$ cat config.mk
export PLATFORM = sky130hd
export DESIGN_NAME = tile_array_scheduler
export DESIGN_NICKNAME = d
export VERILOG_FILES = /design/src/rtl/tile_array_scheduler.sv
export SDC_FILE = /design/constraint.sdc
export NUM_CORES = 1
export LEC_CHECK = 0
export ABC_CLOCK_PERIOD_IN_PS = 2300
export CORE_UTILIZATION = 45
export DETAILED_ROUTE_END_ITERATION = 10
export GPL_TIMING_DRIVEN = 0
export PLACE_DENSITY = 0.78
export SLEW_MARGIN = 10
export SYNTH_ARGS = -nofsm -noshare
export SYNTH_HDL_FRONTEND = slang
export SYNTH_SLANG_ARGS = --single-unit
$ cat constraint.sdc
create_clock -name clk -period 2.3 [get_ports clk]
set_input_delay 0.23 -clock clk [delete_from_list [all_inputs] [get_ports clk]]
set_output_delay 0.23 -clock clk [all_outputs]
set_load 0.05 [all_outputs]
$ cat src/rtl/tile_array_scheduler.sv
// Round-robin job dispatcher and result collector for a TILE-wide PE array.
// Results leave through a single registered valid/ready stream tagged with the tile index.
module tile_array_scheduler #(
   parameter int TILE   = 4,
   parameter int DATA_W = 20,
   parameter int JOB_W  = 16,
   parameter int TILE_W = (TILE > 1) ? $clog2(TILE) : 1
) (
   input  logic                     clk,
   input  logic                     reset,
   input  logic                     cfg_start,
   input  logic [TILE-1:0]          cfg_tile_mask,
   input  logic [JOB_W-1:0]         cfg_num_jobs,
   input  logic                     abort,
   output logic [TILE-1:0]          tile_start,
   input  logic [TILE-1:0]          tile_done,
   input  logic [TILE*DATA_W-1:0]   tile_data,
   output logic [TILE-1:0]          tile_taken,
   output logic                     out_valid,
   input  logic                     out_ready,
   output logic [DATA_W-1:0]        out_data,
   output logic [TILE_W-1:0]        out_tile,
   output logic                     busy,
   output logic                     done,
   output logic                     err_cfg,
   output logic                     err_spurious
);

   typedef enum logic [1:0] {IDLE, RUN, DRAIN, DONE} state_t;

   typedef struct packed {
      logic              hit;
      logic [TILE_W-1:0] idx;
   } pick_t;

   // First requesting index at or after base, wrapping modulo TILE.
   function automatic pick_t rr_pick(input logic [TILE-1:0] req, input logic [TILE_W-1:0] base);
      pick_t res;
      int    p;
      res = '0;
      for (int i = 0; i < TILE; i++) begin
         p = int'(base) + i;
         if (p >= TILE) p -= TILE;
         if (!res.hit && req[p]) begin
            res.hit = 1'b1;
            res.idx = TILE_W'(p);
         end
      end
      return res;
   endfunction

   function automatic logic [TILE_W-1:0] rr_next(input logic [TILE_W-1:0] idx);
      return (int'(idx) == TILE - 1) ? '0 : idx + 1'b1;
   endfunction

   state_t            state;
   logic [TILE-1:0]   mask_q;
   logic [TILE-1:0]   busy_mask;
   logic [JOB_W-1:0]  num_jobs_q;
   logic [JOB_W-1:0]  issued;
   logic [JOB_W-1:0]  retired;
   logic [TILE_W-1:0] rr_issue;
   logic [TILE_W-1:0] rr_take;

   logic              cfg_accept;
   logic              cfg_bad;
   logic              cfg_go;
   logic [TILE-1:0]   issue_mask;
   logic              issue_open;
   pick_t             issue_pick;
   logic              issue_fire;
   logic [TILE-1:0]   issue_oh;
   logic              take_open;
   pick_t             take_pick;
   logic              take_fire;
   logic [DATA_W-1:0] take_data;
   logic              spurious_hit;

   always_comb begin
      // NOTE: every signal driven here is assigned on all paths, so no latch can be inferred.
      cfg_accept   = (state == IDLE) && cfg_start;
      cfg_bad      = (cfg_tile_mask == '0);
      cfg_go       = cfg_accept && !cfg_bad && (cfg_num_jobs != '0);

      // The accepting edge dispatches from the live config; later edges use the held copy.
      issue_mask   = cfg_accept ? cfg_tile_mask : mask_q;
      issue_open   = cfg_go || ((state == RUN) && (issued < num_jobs_q));
      issue_pick   = rr_pick(issue_mask & ~busy_mask, rr_issue);
      issue_fire   = issue_open && issue_pick.hit;
      issue_oh     = issue_fire ? (TILE'(1) << issue_pick.idx) : '0;

      take_open    = ((state == RUN) || (state == DRAIN)) && (!out_valid || out_ready) && !abort;
      take_pick    = rr_pick(tile_done & busy_mask, rr_take);
      take_fire    = take_open && take_pick.hit;
      tile_taken   = take_fire ? (TILE'(1) << take_pick.idx) : '0;
      take_data    = tile_data[int'(take_pick.idx) * DATA_W +: DATA_W];

      spurious_hit = |(tile_done & ~busy_mask);
   end

   always_ff @(posedge clk) begin
      // NOTE: reset is synchronous; every register, including the config copies, is cleared.
      if (reset) begin
         state        <= IDLE;
         mask_q       <= '0;
         num_jobs_q   <= '0;
         busy_mask    <= '0;
         issued       <= '0;
         retired      <= '0;
         rr_issue     <= '0;
         rr_take      <= '0;
         tile_start   <= '0;
         out_valid    <= 1'b0;
         out_data     <= '0;
         out_tile     <= '0;
         busy         <= 1'b0;
         done         <= 1'b0;
         err_cfg      <= 1'b0;
         err_spurious <= 1'b0;
      end else if (abort) begin
         state      <= IDLE;
         busy_mask  <= '0;
         issued     <= '0;
         retired    <= '0;
         tile_start <= '0;
         out_valid  <= 1'b0;
         busy       <= 1'b0;
         done       <= 1'b0;
      end else begin
         // NOTE: sequential state uses non-blocking assignments so every register sees pre-edge values.
         tile_start <= issue_oh;
         done       <= 1'b0;
         busy_mask  <= (busy_mask & ~tile_taken) | issue_oh;

         if (issue_fire) begin
            issued   <= cfg_accept ? JOB_W'(1) : issued + JOB_W'(1);
            rr_issue <= rr_next(issue_pick.idx);
         end else if (cfg_accept) begin
            issued <= '0;
         end

         if (cfg_accept)     retired <= '0;
         else if (take_fire) retired <= retired + JOB_W'(1);

         if (take_fire) begin
            out_valid <= 1'b1;
            out_data  <= take_data;
            out_tile  <= take_pick.idx;
            rr_take   <= rr_next(take_pick.idx);
         end else if (out_ready) begin
            out_valid <= 1'b0;
         end

         err_spurious <= (err_spurious && !cfg_accept) || spurious_hit;

         case (state)
            IDLE: begin
               if (cfg_accept) begin
                  mask_q     <= cfg_tile_mask;
                  num_jobs_q <= cfg_num_jobs;
                  err_cfg    <= cfg_bad && (cfg_num_jobs != '0);
                  busy       <= 1'b1;
                  if (cfg_go) begin
                     state <= RUN;
                  end else begin
                     state <= DONE;
                     done  <= 1'b1;
                  end
               end
            end
            RUN: begin
               if (issued == num_jobs_q) state <= DRAIN;
            end
            DRAIN: begin
               // Leave as the last result transfers, so done follows the final handshake directly.
               if ((retired == num_jobs_q) && (!out_valid || out_ready)) begin
                  state <= DONE;
                  done  <= 1'b1;
               end
            end
            DONE: begin
               state <= IDLE;
               busy  <= 1'b0;
            end
            default: state <= IDLE;
         endcase
      end
   end

endmodule

==> flow_metrics.env <==
export IMPL_failed_checks="DRC, setup timing"
export IMPL_min_path_cells=3
export IMPL_internal_power_mw=3.12
export IMPL_tightestPinTransition_ns=0.623
export IMPL_layout_common_cells="138 x clkdlybuf4s50_1, 79 x nand2_1, 70 x dfxtp_1"
export IMPL_cp_slowest_cell="or4b_1"
export IMPL_die_w_microns=112
export IMPL_worstHoldStart="cfg_num_jobs[5]"
export IMPL_grt_pass1_vias=5494
export IMPL_combPwrFrac=0.234
export IMPL_initial_core_util=0.469
export IMPL_swShare=0.277
export IMPL_die_area_sq_mm=0.0125
export IMPL_die_h_microns=112
export IMPL_ant_nets=0
export IMPL_finalSetupViolCount=2
export IMPL_hold_viol_final=0
export IMPL_use_met3=0.0555
export IMPL_muxShareOfSynthArea=0.123
export IMPL_core_area_sq_mm=0.0116
export IMPL_rsz0062_at_grt="yes"
export IMPL_multiInputGateArea_sq_mm=0.00361
export IMPL_place_gp_congestion=0.864
export IMPL_ys_seq_elements=93
export IMPL_synthesis_area_sq_mm=0.00543
export IMPL_synth_xor_area_share=0.0484
export IMPL_antenna_found_initial=0
export IMPL_synthFlopType="dfxtp_1"
export IMPL_drv_cap=0
export IMPL_cts_hold_buffers=0
export IMPL_synth_simple_area_share=0.217
export IMPL_power_total_mw=4.32
export IMPL_ys_types=59
export IMPL_drt_iter0_markers=331
export IMPL_worstSetupStartpoint="state[0]"
export IMPL_syn_inst=637
export IMPL_critPathKind="reg -> reg"
export IMPL_areaGrowthSynthToFinish_pct=48.3
export IMPL_regArea_sq_mm=0.00191
export IMPL_p_seq_frac=0.390
export IMPL_startpoint_type="flop"
export IMPL_crit_fanout=9
export IMPL_drive_gt1_frac=0.207
export IMPL_synth_warnings=0
export IMPL_grt_busiest_layer="met2"
export IMPL_detail_route_vias_per_cell=5.64
export IMPL_period_share=1.03
export IMPL_firstDrtPassIters=8
export IMPL_grt_first_pass_wirelength_mm=26.4
export IMPL_crit_required_ns=2.58
export IMPL_track_usage=0.266
export IMPL_fin_crit_ns=2.36
export IMPL_fin_skew_ns=0.00560
export IMPL_drc=1
export IMPL_cts_tree="yes"
export IMPL_synth_top_family_by_area="simple AND/OR/NAND/NOR gates"
export IMPL_port_buffers=143
export IMPL_use_met2=0.482
export IMPL_cts_buffers=9
export IMPL_synth_compound_area_share=0.144
export IMPL_nFillCells=839
export IMPL_relSlewSlack=0.585
export IMPL_fin_nets=964
export IMPL_hp_class="in -> reg"
export IMPL_power_switching_mw=1.20
export IMPL_cts_sinks=93
export IMPL_dp_slack_ns=-0.991
export IMPL_htree_levels=3
export IMPL_clkTransAtPathRegs_ns=0.07
export IMPL_status="complete, but fails checks"
export IMPL_worstPathCellList="inv_2, ha_4, nand2_4, nand2_1, a21oi_4, a21o_1, nand2_1, a21o_1, o21a_1, ha_1, or4b_1, o21ai_1"
export IMPL_met1_usage=0.302
export IMPL_worst_slack_ns=-0.0587
export IMPL_synth_edf_count=0
export IMPL_worstRegToRegCells=12
export IMPL_fmax_mhz=424
export IMPL_crit_arrival_ns=2.64
export IMPL_cts_path_max_buffers=2
export IMPL_via_count=5479
export IMPL_antenna_cells=0
export IMPL_p_leak_nw=2.85
export IMPL_clk_latency_ns=0.34
export IMPL_grt_max_degree=17
export IMPL_wirelength_mm=16.9
export IMPL_avgSynthCellArea_sq_um=8.52
export IMPL_syn_num_nets=777
export IMPL_hold_worst_slack_ns=0.461
export IMPL_hpwlAfterDp_mm=12.5
export IMPL_synthAdderAreaFrac=0.0715
export IMPL_cts_root_buffer="clkbuf_16"
export IMPL_cp_end_kind="flop"
export IMPL_irDropWorstVdd_uv=326
export IMPL_rr_startpoint="state[0]"
export IMPL_pin_count=144
export IMPL_p_per_area_mw_per_mm2=536
export IMPL_grt_overflow_total=0
export IMPL_mostFrequentLayoutCell="clkdlybuf4s50_1"
export IMPL_maxSlewViolCount=0
export IMPL_num_rows=39
export IMPL_wl_per_cell_microns=17.4
export IMPL_cp_slowest_stage_delay_ns=0.42
export IMPL_seq_area_frac_synth=0.343
export IMPL_rrSetupSlack_ns=-0.06
export IMPL_pwr_share_clk=0.377
export IMPL_ys_async_sr_fraction=0
==> cell usage after synthesis (all sizes together) (10+ instances only) <==
| cell | n | area (sq um) |
|---|---|---|
| a21oi | 53 | 277 |
| and2 | 10 | 62.6 |
| buf | 12 | 97.6 |
| clkbuf | 19 | 71.3 |
| dfxtp | 93 | 1860 |
| ha | 31 | 388 |
| inv | 32 | 120 |
| mux2 | 21 | 236 |
| mux2i | 43 | 430 |
| nand2 | 85 | 322 |
| nand3 | 16 | 85.1 |
| nand3b | 20 | 150 |
| nand4 | 19 | 119 |
| nor2 | 38 | 145 |
| o21ai | 31 | 155 |
| xnor2 | 18 | 158 |
| xor2 | 12 | 105 |
==> metal layers <==
metal / vias up / part of all wire / routed length, microns
li1: 2630 / - / -
met1: 2539 / 0.38 / 6410
met2: 254 / 0.51 / 8560
met3: 56 / 0.077 / 1300
met4: 0 / 0.036 / 607
met5: - / 0 / 0
==> power by group through the flow <==
stage	combinational, mW	sequential [mW]	clock (mW)
3_3_place_gp	0.784	1.73	0
6_report	1.01	1.68	1.63
2_1_floorplan	0.438	1.74	0
3_5_place_dp	0.805	1.73	0
5_1_grt	1.08	1.69	1.70
4_1_cts	0.915	1.69	1.63
==> layout make-up <==
cell class | instances | share of cell area
multi-input combinational | 481 | 0.449
sequential | 93 | 0.237
timing repair buffer | 179 | 0.216
clock buffer | 9 | 0.0280
tap | 143 | 0.0222
buffer | 28 | 0.0205
inverter | 32 | 0.0149
clock inverter | 7 | 0.0121
==> flip-flops by register name, summed over array words and instances (netlist names) <==
register      cells
err_spurious      1
out_valid         1
issued           16
busy_mask         4
done              1
mask_q            4
retired          16
rr_take           2
rr_issue          2
tile_start        4
out_tile          2
num_jobs_q       16
busy              1
state             2
out_data         20
err_cfg           1
==> cell families (layout without fill, tap and decap cells) <==
group                    Yosys count  in the layout
buffers and inverters             63            255
multiplexers                      64             64
flip-flops                        93             93
XOR/XNOR                          30             30
AO/OA/AOI/OAI                    125            125
adder cells (fa/ha/maj)           31             31
AND/OR/NAND/NOR                  231            231
==> per-stage QoR <==
stage	instances	instance area, sq um	setup TNS [ns]	utilization
after floorplan	637	5460	0	-
after global placement	923	7070	-12.43	0.611
after detailed placement	923	7070	-15.37	0.611
after CTS	965	7770	-0.166	0.672
after global routing	972	8050	-0.626	0.696
final	972	8050	-0.0661	0.696
==> path summary, 6_finish.rpt <==
path,to
setup reg to reg,rr_issue[1]
hold / removal,num_jobs_q[5]
setup / recovery,rr_issue[1]
hold reg to reg,mask_q[3]
==> worst max-delay path, delay by kind of cell, from the launching register on <==
family                   cells  cell delay (ns)
AO/OA/AOI/OAI                5             0.74
adder cells (fa/ha/maj)      2             0.44
buffers and inverters        1             0.05
flip-flops                   1             0.34
AND/OR/NAND/NOR              4             0.72
==> timing repair <==
item / in CTS / in global routing
gates cloned: 1 / 1
endpoints found under the hold margin: 0 / 0
endpoints found under the setup margin: 31 / 34
pin swaps: 24 / 21
buffers inserted: 26 / 9
resized for setup: 82 / 51
No activity file was read; power rests on OpenSTA's default activity.
